## config.mk

```make
export PLATFORM = sky130hd
export DESIGN_NAME = branch_resolve_queue
export DESIGN_NICKNAME = d
export VERILOG_FILES = /design/src/rtl/branch_resolve_queue_pkg.sv /design/src/rtl/branch_queue_fifo.sv /design/src/rtl/branch_resolve_queue.sv
export SDC_FILE = /design/constraint.sdc
export NUM_CORES = 1
export LEC_CHECK = 0
export CORE_MARGIN = 1
export CORE_UTILIZATION = 50
export DETAILED_ROUTE_END_ITERATION = 10
export PLACE_DENSITY_LB_ADDON = 0.2
export SYNTH_ARGS = -nofsm -noshare
export SYNTH_HDL_FRONTEND = slang
export SYNTH_SLANG_ARGS = --single-unit
```

## constraint.sdc

```tcl
create_clock -name clk -period 3.34 [get_ports clk]
set_input_delay 0.668 -clock clk [delete_from_list [all_inputs] [get_ports clk]]
set_output_delay 0.668 -clock clk [all_outputs]
set_load 0.005 [all_outputs]
```

## src/rtl/branch_resolve_queue_pkg.sv

```systemverilog
// Shared definitions for the branch predictor and its resolve queue.
// Keeps the address index width and counter encoding in one place.
package branch_resolve_queue_pkg;

   localparam int BRQ_ADDR_WIDTH = 8;

   typedef enum logic [1:0] {
      STRONG_NO_JUMP = 2'b00,
      WEAK_NO_JUMP   = 2'b01,
      WEAK_JUMP      = 2'b10,
      STRONG_JUMP    = 2'b11
   } ctr_state_t;

endpackage

```

## src/rtl/branch_queue_fifo.sv

```systemverilog
// Circular buffer of in-flight branches with clear and truncate.
// Pointers carry one extra bit so full and empty are distinguishable.
module branch_queue_fifo
   import branch_resolve_queue_pkg::*;
#(
   parameter int WIDTH     = BRQ_ADDR_WIDTH + 1,
   parameter int DEPTH_LOG = 2
) (
   input  logic                 clk,
   input  logic                 rst,
   input  logic                 clear,
   input  logic                 trunc,
   input  logic                 push,
   input  logic                 pop,
   input  logic [WIDTH-1:0]     push_data,
   output logic [WIDTH-1:0]     head,
   output logic                 full,
   output logic                 empty,
   output logic [DEPTH_LOG:0]   count
);

   localparam int DEPTH = 1 << DEPTH_LOG;
   localparam logic [DEPTH_LOG:0] PTR_ONE = 1;

   logic [WIDTH-1:0]   mem [DEPTH];
   logic [DEPTH_LOG:0] wptr;
   logic [DEPTH_LOG:0] rptr;

   assign count = wptr - rptr;
   assign empty = (wptr == rptr);
   assign full  = count[DEPTH_LOG];
   assign head  = mem[rptr[DEPTH_LOG-1:0]];

   // Pointer update: clear empties, trunc pops head and drops the rest.
   always_ff @(posedge clk) begin
      if (rst) begin
         wptr <= '0;
         rptr <= '0;
      end else if (clear) begin
         wptr <= '0;
         rptr <= '0;
      end else if (trunc) begin
         rptr <= rptr + PTR_ONE;
         wptr <= rptr + PTR_ONE;
      end else begin
         if (push) wptr <= wptr + PTR_ONE;
         if (pop)  rptr <= rptr + PTR_ONE;
      end
   end

   // Entry storage; contents need no reset.
   always_ff @(posedge clk) begin
      if (push) mem[wptr[DEPTH_LOG-1:0]] <= push_data;
   end

endmodule

```

## src/rtl/branch_resolve_queue.sv

```systemverilog
// In-order queue of predicted branches awaiting resolution.
// Produces predictor training updates and mispredict flushes.
module branch_resolve_queue
   import branch_resolve_queue_pkg::*;
#(
   parameter int LOW_ADDR_WIDTH = BRQ_ADDR_WIDTH,
   parameter int DEPTH_LOG      = 2,
   parameter int CNT_WIDTH      = 16
) (
   input  logic                      clk,
   input  logic                      rst,
   input  logic                      push_valid,
   input  logic [LOW_ADDR_WIDTH-1:0] push_addr,
   input  logic                      push_pred,
   output logic                      push_ready,
   input  logic                      resolve_valid,
   input  logic                      resolve_taken,
   input  logic                      flush_in,
   output logic                      renew_valid,
   output logic [LOW_ADDR_WIDTH-1:0] renew_addr,
   output logic                      renew_result,
   output logic                      mispredict,
   output logic                      resolve_err,
   output logic [DEPTH_LOG:0]        occupancy,
   output logic [CNT_WIDTH-1:0]      mispredict_cnt
);

   localparam logic [CNT_WIDTH-1:0] CNT_ONE = 1;

   logic [LOW_ADDR_WIDTH:0] head;
   logic                    full;
   logic                    empty;
   logic                    resolve_fire;
   logic                    miss;
   logic                    push_fire;
   logic                    err;

   assign push_ready   = ~full;
   assign resolve_fire = resolve_valid & ~empty & ~flush_in;
   assign miss         = resolve_fire & (head[0] != resolve_taken);
   assign push_fire    = push_valid & ~full & ~flush_in & ~miss;
   assign err          = resolve_valid & empty & ~flush_in;

   branch_queue_fifo #(
      .WIDTH     (LOW_ADDR_WIDTH + 1),
      .DEPTH_LOG (DEPTH_LOG)
   ) u_fifo (
      .clk       (clk),
      .rst       (rst),
      .clear     (flush_in),
      .trunc     (miss),
      .push      (push_fire),
      .pop       (resolve_fire),
      .push_data ({push_addr, push_pred}),
      .head      (head),
      .full      (full),
      .empty     (empty),
      .count     (occupancy)
   );

   // Registered resolve outputs; addr/result hold between renews.
   always_ff @(posedge clk) begin
      if (rst) begin
         renew_valid  <= 1'b0;
         renew_addr   <= '0;
         renew_result <= 1'b0;
         mispredict   <= 1'b0;
         resolve_err  <= 1'b0;
      end else begin
         renew_valid <= resolve_fire;
         mispredict  <= miss;
         resolve_err <= err;
         if (resolve_fire) begin
            renew_addr   <= head[LOW_ADDR_WIDTH:1];
            renew_result <= resolve_taken;
         end
      end
   end

   // Saturating mispredict counter, survives pipeline flushes.
   always_ff @(posedge clk) begin
      if (rst) begin
         mispredict_cnt <= '0;
      end else if (miss && (mispredict_cnt != '1)) begin
         mispredict_cnt <= mispredict_cnt + CNT_ONE;
      end
   end

endmodule

```

==> metrics.md, run 1 <==
| Metric | Value |
|---|---|
| H-tree Lvls | `3` |
| First-pass GRT wire length | `9150 µm` |
| Area Growth Syn to Fin | `23.4%` |
| Grt ovf | `0` |
| RSZ-0062 raised after global routing | `false` |
| Pre-antenna DRT Iters | `4` |
| Number of buffers created by CTS | `9` |
| CP endpoint kind | `output pin` |
| DR DRC count | `0` |
| Ys flop type | `edfxtp_1` |
| Synth top area share | `0.358` |
| Overall routing resource usage | `0.198` |
| Synth top area cells | `edfxtp_1 36%, dfxtp_1 24%, mux4_2 6.0%` |
| Vias in the first global route | `1877` |
| Deepest clock path buffer count | `2` |
| Mapped Area | `0.00302 mm²` |
| Initial Util | `0.532` |
| Buf/Inv on CP | `2` |
| Clk sinks | `72` |
| Final GP Congestion | `0.769` |
| Root buffer cell | `clkbuf_8` |
| Final hold vios | `0` |
| Async S/R FF share, synth | `0` |
| Postcts setup bufs | `0` |
| Syn_nets | `267` |
| Synth warn | `0` |
| Crit path max-delay cell type | `clkdlybuf4s50_1` |
| Status | `finished clean` |
| Final slew viol count | `0` |
| Total wire length | `5610 µm` |
| Syn avg cell area | `12.4 µm²` |
| Vias/cell | `5.34` |
| Max_slew headroom | `0.663` |
| Die width | `79.7 µm` |
| Critical path arrival | `2.37 ns` |
| Dpl ws | `0.546 ns` |
| Distinct cells, synth | `40` |
| Crit share post-route | `0.909` |
| Post-route setup slack | `0.303 ns` |
| CP delay by family, top | `buffers and inverters` |
| Clk_lat worst skew | `0.34 ns` |
| Max cap viols | `0` |
| Worst EP required | `2.67 ns` |
| Clk slew on worst S/H paths | `0.08 ns` |
| Final Skew | `0.00958 ns` |
| Iter 0 DRT Violations | `106` |
| PwrDens | `440 mW/mm²` |
| Crit Path Max Fanout | `4` |
| Largest net degree at the start of global routing | `30` |
| Post-synth top area cell | `edfxtp_1` |
| Top post-synthesis cells by count | `36 x dfxtp_1, 36 x edfxtp_1, 25 x nand2_1` |
| Initial antenna violation count | `0` |
| Hold Buf Count CTS | `0` |
| # port buffers | `46` |
| TritonCTS clock tree | `yes` |
| Fraction of layout instances using a drive strength above 1 | `0.107` |
| Final hold slack | `0.458 ns` |
| CP peak stage delay | `0.57 ns` |
| Dpl hpwl | `3910 µm` |
| R2R Setup Slk | `0.58 ns` |
| Die H | `79.7 µm` |
| Fin crit period | `3.04 ns` |
| Antenna Diode Count | `0` |
| Endpoints failing setup | `0` |
| Rows | `27` |
| Number of synthesized flops with an enable pin | `36` |
| TNS Setup | `0 ns` |
| PostCTS Resize Cnt | `0` |
| NumNets Final | `317` |
| CP cell instances | `inv_1 > ha_1 > fa_1 > xnor2_1 > clkdlybuf4s50_1` |
| WS Path Type | `reg -> out` |
| Final ANT Viol Nets | `0` |
| Sequential fraction of the synthesis area | `0.597` |
| FF+latch count, synth | `72` |
| Boundary pin count | `47` |
| Max IR drop VDD | `243 µV` |
| P_leak | `1.26 nW` |
| Syn Inst Count | `243` |
| Fmax achieved | `329 MHz` |
| Routed WL per cell | `15.2 µm` |
| Hold Path Class | `reg -> reg` |
| Startpoint types | `flop` |
| Worst-Margin Slew | `0.505 ns` |
| Core box area | `0.00568 mm²` |
| Detailed-route via count | `1974` |
| Die ar. | `0.00635 mm²` |
## worst reg2reg max path, cell delays in order (launching register included)
cell and delay (ns):
dfxtp_1 0.38, inv_1 0.12, ha_1 0.22, fa_1 0.44
xnor2_1 0.31, nand3b_1 0.24, nor2_1 0.25, and2_1 0.46
## per-layer routing
metal,vias to the layer above,global-route usage,part of all wire
met3,7,0.0651,0.044
li1,980,-,-
met1,936,0.255,0.46
met4,0,0.0782,0.016
met5,-,0,0
met2,51,0.309,0.48
## power by group
| group | leakage (nW) | total [mW] | switching (mW) | internal (mW) |
|---|---|---|---|---|
| clock network | 0.0861 | 0.622 | 0.327 | 0.295 |
| logic | 0.555 | 0.0759 | 0.0375 | 0.0384 |
| registers | 0.617 | 0.941 | 0.00390 | 0.937 |
| total | 1.26 | 1.64 | 0.369 | 1.27 |
## cells by family (layout without fill, tap and decap cells)
logic type / count (synthesis) / after routing / share of synthesized area
and+or+nand+nor: 86 / 86 / 0.147
DFF: 72 / 72 / 0.597
xor gates and xnor gates: 18 / 18 / 0.0547
AOI/OAI and AO/OA: 27 / 27 / 0.0548
muxes: 11 / 11 / 0.0751
buffers and inverters: 20 / 75 / 0.0315
adders and majority gates: 9 / 9 / 0.0398
## stage by stage
stage                     area, µm²  power (mW)  cells  utilization
final                          3720        1.64    370        0.656
after global routing           3720        1.70    370        0.656
after CTS                      3720        1.65    370        0.656
after detailed placement       3540        1.04    354        0.624
after global placement         3540        1.04    354        0.624
after floorplan                3020       0.997    243            -
## registers in the layout (all words and copies together), names as in the netlist, named ones only
register	count
u_fifo.mem	36
mispredict_cnt	16
renew_addr	8
u_fifo.rptr	3
u_fifo.wptr	3
mispredict	1
renew_result	1
renew_valid	1
resolve_err	1
## cells in the final DEF (no fill, tap or decap), drive strengths merged, types with 2 or more instances in the layout
cell type and count:
a211oi 2, a21oi 16, and2 4, and3 2, and4 2, buf 5, clkbuf 11, clkdlybuf4s50 46
clkinv 2, clkinvlp 2, dfxtp 36, edfxtp 36, ha 8, inv 9, mux2i 2, mux4 9
nand2 25, nand2b 2, nand3 6, nand4 3, nor2 21, nor4 8, o31ai 5, or4 5
xnor2 13, xor2 5
## cell type report
class                   instances  area [µm²]
clock buffers                  11         141
clock inverters                 5        41.3
fillers                       442        1950
inverters                       8        30.0
multi-input cells             151        1120
flip-flops and latches         72        1800
well taps                      72        90.1
repair buffers                 51         498
## final timing paths
check / from / endpoint / cells past startpoint
max: u_fifo.wptr[0] / push_ready / 5
min: renew_addr[1] / renew_addr[1] / 2
max reg2reg: u_fifo.wptr[0] / u_fifo.mem[0][0] / 7
min reg2reg: renew_addr[1] / renew_addr[1] / 2
Note: power is estimated with default switching activity, not from simulation.
==> inputs of run 2 (changes only) <==
PLACE_DENSITY_LB_ADDON = 0.1   (was 0.2)
SKIP_LAST_GASP = 1   (was not set)
==> metrics.md, run 2 (synthesis gave the netlist of run 1 again) <==
| Metric | Value |
|---|---|
| Dpl hpwl | `3750 µm (was 3910 µm)` |
| Crit share post-route | `0.892 (was 0.909)` |
| Commonest non-fill, non-tap cell in the layout | `clkdlybuf4s50_1 (unchanged)` |
| Final slew viol count | `0 (unchanged)` |
| PnR Total Power | `1.77 mW (was 1.64 mW)` |
| DR DRC count | `0 (unchanged)` |
| Final hold vios | `0 (unchanged)` |
| Fmax achieved | `336 MHz (was 329 MHz)` |
| Hold path start | `renew_addr[3] (was renew_addr[1])` |
| Die width | `79.7 µm (unchanged)` |
| First-pass GRT wire length | `9290 µm (was 9150 µm)` |
| Overall routing resource usage | `0.201 (was 0.198)` |
| Final Skew | `0.00587 ns (was 0.00958 ns)` |
| H-tree Lvls | `3 (unchanged)` |
| Largest register FFs | `36 (unchanged)` |
| Total wire length | `5650 µm (was 5610 µm)` |
| Endpoints failing setup | `0 (unchanged)` |
| Max cap viols | `0 (unchanged)` |
| Initial Util | `0.532 (unchanged)` |
| Startpoint types | `flop (unchanged)` |
| Rows | `27 (unchanged)` |
| Routed WL per cell | `15.2 µm (about the same)` |
| Postcts setup bufs | `0 (unchanged)` |
| TNS Setup | `0 ns (unchanged)` |
| Vias/cell | `5.39 (was 5.34)` |
| TritonCTS clock tree | `yes (unchanged)` |
| Critical path arrival | `2.31 ns (was 2.37 ns)` |
| P_leak | `1.28 nW (was 1.26 nW)` |
| Die ar. | `0.00635 mm² (unchanged)` |
| WS Path Type | `reg -> out (unchanged)` |
| Root buffer cell | `clkbuf_8 (unchanged)` |
| Pre-antenna DRT Iters | `4 (unchanged)` |
| RSZ-0062 raised after global routing | `false (unchanged)` |
| Grt ovf | `0 (unchanged)` |
| Core box area | `0.00568 mm² (unchanged)` |
| CP endpoint kind | `output pin (unchanged)` |
| Worst EP required | `2.67 ns (about the same)` |
| Die H | `79.7 µm (unchanged)` |
| Crit Path Max Fanout | `4 (unchanged)` |
| Post-layout instance area | `0.00376 mm² (was 0.00372 mm²)` |
| Hold Path Class | `reg -> reg (unchanged)` |
| Max_slew headroom | `0.582 (was 0.663)` |
| Iter 0 DRT Violations | `106 (unchanged)` |
| Dpl ws | `0.467 ns (was 0.546 ns)` |
| Worst-Margin Slew | `0.626 ns (was 0.505 ns)` |
| Clk_lat worst skew | `0.34 ns (about the same)` |
| Boundary pin count | `47 (unchanged)` |
| Post-route setup slack | `0.359 ns (was 0.303 ns)` |
| Status | `finished clean (unchanged)` |
| Fraction of layout instances using a drive strength above 1 | `0.110 (was 0.107)` |
| Clk sinks | `72 (unchanged)` |
| Detailed-route via count | `2001 (was 1974)` |
| Final GP Congestion | `0.760 (was 0.769)` |
| Crit path launch | `u_fifo.wptr[0] (unchanged)` |
| Deepest clock path buffer count | `2 (unchanged)` |
| # port buffers | `46 (unchanged)` |
| Initial antenna violation count | `0 (unchanged)` |
| Vias in the first global route | `1868 (was 1877)` |
| PwrDens | `470 mW/mm² (was 440 mW/mm²)` |
| Hold Buf Count CTS | `0 (unchanged)` |
| Number of buffers created by CTS | `9 (unchanged)` |
| PostCTS Resize Cnt | `0 (unchanged)` |
| Clk slew on worst S/H paths | `0.08 ns (about the same)` |
| Area Growth Syn to Fin | `24.8% (was 23.4%)` |
| Fin crit period | `2.98 ns (was 3.04 ns)` |
| NumNets Final | `318 (was 317)` |
| Largest net degree at the start of global routing | `30 (unchanged)` |
| Worst r2r src | `u_fifo.wptr[0] (unchanged)` |
| Antenna Diode Count | `0 (unchanged)` |
| Most frequent cells in the layout | `46 x clkdlybuf4s50_1, 36 x dfxtp_1, 36 x edfxtp_1 (unchanged)` |
| Final ANT Viol Nets | `0 (unchanged)` |
| Max IR drop VDD | `312 µV (was 243 µV)` |
| Placed Area | `0.00355 mm² (was 0.00354 mm²)` |
run 2: changes by cell type in the layout (fill, tap and decap cells not counted), sizes merged:
cell      delta
buf          +1
clkbuf       -2
clkinv       +1
bufinv       +2
clkinvlp     -1
run 2: final cells by class:
type	instances	area (µm²)
clock buffer	9	124
multi-input combinational	151	1120
sequential	72	1800
inverter	8	30.0
fill	443	1910
clock inverter	7	93.8
timing repair buffer	52	505
tap	72	90.1
run 2: per-layer routing:
layer | vias to the layer above | wire length [µm] | share of wire | global-route usage
li1 | 987 | - | - | -
met2 | 40 | 2620 | 0.46 | 0.297
met5 | - | 0 | 0 | 0
met1 | 964 | 2730 | 0.48 | 0.275
met3 | 10 | 225 | 0.040 | 0.0571
met4 | 0 | 78 | 0.014 | 0.0873
run 2: power by group:
group / total (mW) / leakage (nW) / internal [mW] / switching [mW]
clock network: 0.753 / 0.107 / 0.420 / 0.333
registers: 0.941 / 0.617 / 0.937 / 0.00367
logic: 0.0767 / 0.560 / 0.0383 / 0.0383
run 2: critical path, stage by stage (launching register included):
cell,delay [ns]
dfxtp_1,0.36
inv_1,0.10
ha_1,0.21
fa_1,0.44
xnor2_1,0.29
clkdlybuf4s50_1,0.57
run 2: stage by stage:
| step | std cells | util | hold WS [ns] |
|---|---|---|---|
| 4_1_cts | 371 | 0.663 | 0.458 |
| 2_1_floorplan | 243 | - | 0.453 |
| 3_5_place_dp | 355 | 0.625 | 0.447 |
| 5_1_grt | 371 | 0.663 | 0.484 |
| 3_3_place_gp | 355 | 0.625 | 0.441 |
| 6_report | 371 | 0.663 | 0.455 |
run 2: final timing paths:
kind	cells past startpoint	endpoint	slack, ns
worst min-delay path	2	renew_addr[3]	0.46
worst max-delay path	5	push_ready	0.36
worst max register to register	7	u_fifo.mem[0][5]	0.67
worst min register to register	2	renew_addr[3]	0.46
==> inputs of run 3 (changes only) <==
REMOVE_ABC_BUFFERS = 1   (was not set)
==> metrics.md, run 3 (synthesis gave the netlist of run 1 again) <==
| Metric | Value |
|---|---|
| Status | `finished clean (unchanged)` |
| Hold Path Class | `reg -> reg (unchanged)` |
| Dpl hpwl | `3900 µm (was 3750 µm)` |
| H-tree Lvls | `3 (unchanged)` |
| Vias/cell | `5.38 (was 5.39)` |
| Critical path arrival | `2.33 ns (was 2.31 ns)` |
| # port buffers | `46 (unchanged)` |
| Root buffer cell | `clkbuf_8 (unchanged)` |
| Final GP Congestion | `0.752 (was 0.760)` |
| Initial antenna violation count | `0 (unchanged)` |
| Largest register FFs | `36 (unchanged)` |
| DR DRC count | `0 (unchanged)` |
| Grt ovf | `0 (unchanged)` |
| TritonCTS clock tree | `yes (unchanged)` |
| CP endpoint kind | `output pin (unchanged)` |
| Fmax achieved | `334 MHz (was 336 MHz)` |
| Fillers | `454 (was 443)` |
| Crit Path Max Fanout | `4 (unchanged)` |
| Combined area of the multi-input logic cells | `0.00112 mm² (unchanged)` |
| Pre-antenna DRT Iters | `4 (unchanged)` |
| Die H | `79.7 µm (unchanged)` |
| Fraction of layout instances using a drive strength above 1 | `0.111 (was 0.110)` |
| Max IR drop VDD | `295 µV (was 312 µV)` |
| Startpoint types | `flop (unchanged)` |
| Final slew viol count | `0 (unchanged)` |
| Detailed-route via count | `1989 (was 2001)` |
| PwrDens | `459 mW/mm² (was 470 mW/mm²)` |
| Die ar. | `0.00635 mm² (unchanged)` |
| PnR Total Power | `1.72 mW (was 1.77 mW)` |
| Crit share post-route | `0.897 (was 0.892)` |
| Area Growth Syn to Fin | `24.1% (was 24.8%)` |
| Worst EP required | `2.67 ns (about the same)` |
| Hold Buf Count CTS | `0 (unchanged)` |
| Antenna Diode Count | `0 (unchanged)` |
| TNS Setup | `0 ns (unchanged)` |
| Commonest non-fill, non-tap cell in the layout | `clkdlybuf4s50_1 (unchanged)` |
| Iter 0 DRT Violations | `88 (was 106)` |
| Clk slew on worst S/H paths | `0.08 ns (about the same)` |
| Final core area utilization | `0.660 (was 0.663)` |
| Number of buffers created by CTS | `9 (unchanged)` |
| NumNets Final | `317 (was 318)` |
| Routed WL per cell | `15.4 µm (was 15.2 µm)` |
| Max_slew headroom | `0.613 (was 0.582)` |
| P_leak | `1.27 nW (was 1.28 nW)` |
| Overall routing resource usage | `0.197 (was 0.201)` |
| Post-layout instance area | `0.00374 mm² (was 0.00376 mm²)` |
| Max cap viols | `0 (unchanged)` |
| Total wire length | `5690 µm (was 5650 µm)` |
| Fin crit period | `2.99 ns (was 2.98 ns)` |
| Worst-Margin Slew | `0.579 ns (was 0.626 ns)` |
| PostCTS Resize Cnt | `0 (unchanged)` |
| Dpl ws | `0.543 ns (was 0.467 ns)` |
| Placed Area | `0.00354 mm² (was 0.00355 mm²)` |
| Clk_lat worst skew | `0.35 ns (was 0.34 ns)` |
| Clk sinks | `72 (unchanged)` |
| Endpoints failing setup | `0 (unchanged)` |
| RSZ-0062 raised after global routing | `false (unchanged)` |
| Final hold vios | `0 (unchanged)` |
| Boundary pin count | `47 (unchanged)` |
| Die width | `79.7 µm (unchanged)` |
| Post-route setup slack | `0.345 ns (was 0.359 ns)` |
| Largest net degree at the start of global routing | `29 (was 30)` |
| First-pass GRT wire length | `9110 µm (was 9290 µm)` |
| Most frequent cells in the layout | `46 x clkdlybuf4s50_1, 36 x dfxtp_1, 36 x edfxtp_1 (unchanged)` |
| WS Path Type | `reg -> out (unchanged)` |
| Deepest clock path buffer count | `2 (unchanged)` |
| Final Skew | `0.00838 ns (was 0.00587 ns)` |
| Postcts setup bufs | `0 (unchanged)` |
| Vias in the first global route | `1945 (was 1868)` |
| Core box area | `0.00568 mm² (unchanged)` |
| Seq. cell area | `0.00180 mm² (unchanged)` |
| Initial Util | `0.532 (unchanged)` |
| Rows | `27 (unchanged)` |
| Final ANT Viol Nets | `0 (unchanged)` |
[run 3: cell types whose count changed in the layout (fill, tap and decap cells not counted)]
| cell | previous run | this run |
|---|---|---|
| inv_6 | 1 | 2 |
| clkinv_2 | 1 | 0 |
| clkinv_1 | 1 | 0 |
| clkinvlp_4 | 1 | 2 |
| buf_4 | 6 | 5 |
| clkinv_4 | 1 | 2 |
| bufinv_16 | 2 | 1 |
[run 3: stage by stage]
| step | hold WS [ns] | cells |
|---|---|---|
| after floorplan | 0.447 | 231 |
| after global placement | 0.442 | 354 |
| after detailed placement | 0.451 | 354 |
| after CTS | 0.462 | 370 |
| after global routing | 0.476 | 370 |
| final | 0.459 | 370 |
[run 3: worst paths after layout]
kind	from	slack [ns]	endpoint	cells after the start
setup / recovery	u_fifo.wptr[0]	0.35	push_ready	5
hold / removal	renew_addr[2]	0.46	renew_addr[2]	2
setup reg to reg	u_fifo.wptr[0]	0.69	u_fifo.mem[1][3]	7
hold reg to reg	renew_addr[2]	0.46	renew_addr[2]	2
[run 3: final cells by class]
class / instances / area share
clock buffers: 9 / 0.0331
inverters: 8 / 0.00802
clock inverters: 7 / 0.0214
well taps: 72 / 0.0241
multi-input cells: 151 / 0.299
flip-flops and latches: 72 / 0.481
repair buffers: 51 / 0.133
[run 3: worst max-delay path, cell delays in order (launching register included)]
cell             delay (ns)
dfxtp_1                0.36
inv_1                  0.11
ha_1                   0.21
fa_1                   0.43
xnor2_1                0.31
clkdlybuf4s50_1        0.56
[run 3: report_power, final]
part	internal, mW	switching (mW)	leakage (nW)	total (mW)
registers	0.937	0.00357	0.617	0.940
clock network	0.352	0.349	0.0964	0.702
logic	0.0384	0.0388	0.555	0.0772
total	1.33	0.392	1.27	1.72
[run 3: layer usage]
metal / wire (µm) / up-vias / track usage
met1: 2560 / 952 / 0.242
met5: 0 / - / 0
met3: 262 / 8 / 0.0411
li1: - / 976 / -
met4: 91 / 0 / 0.0873
met2: 2780 / 53 / 0.332
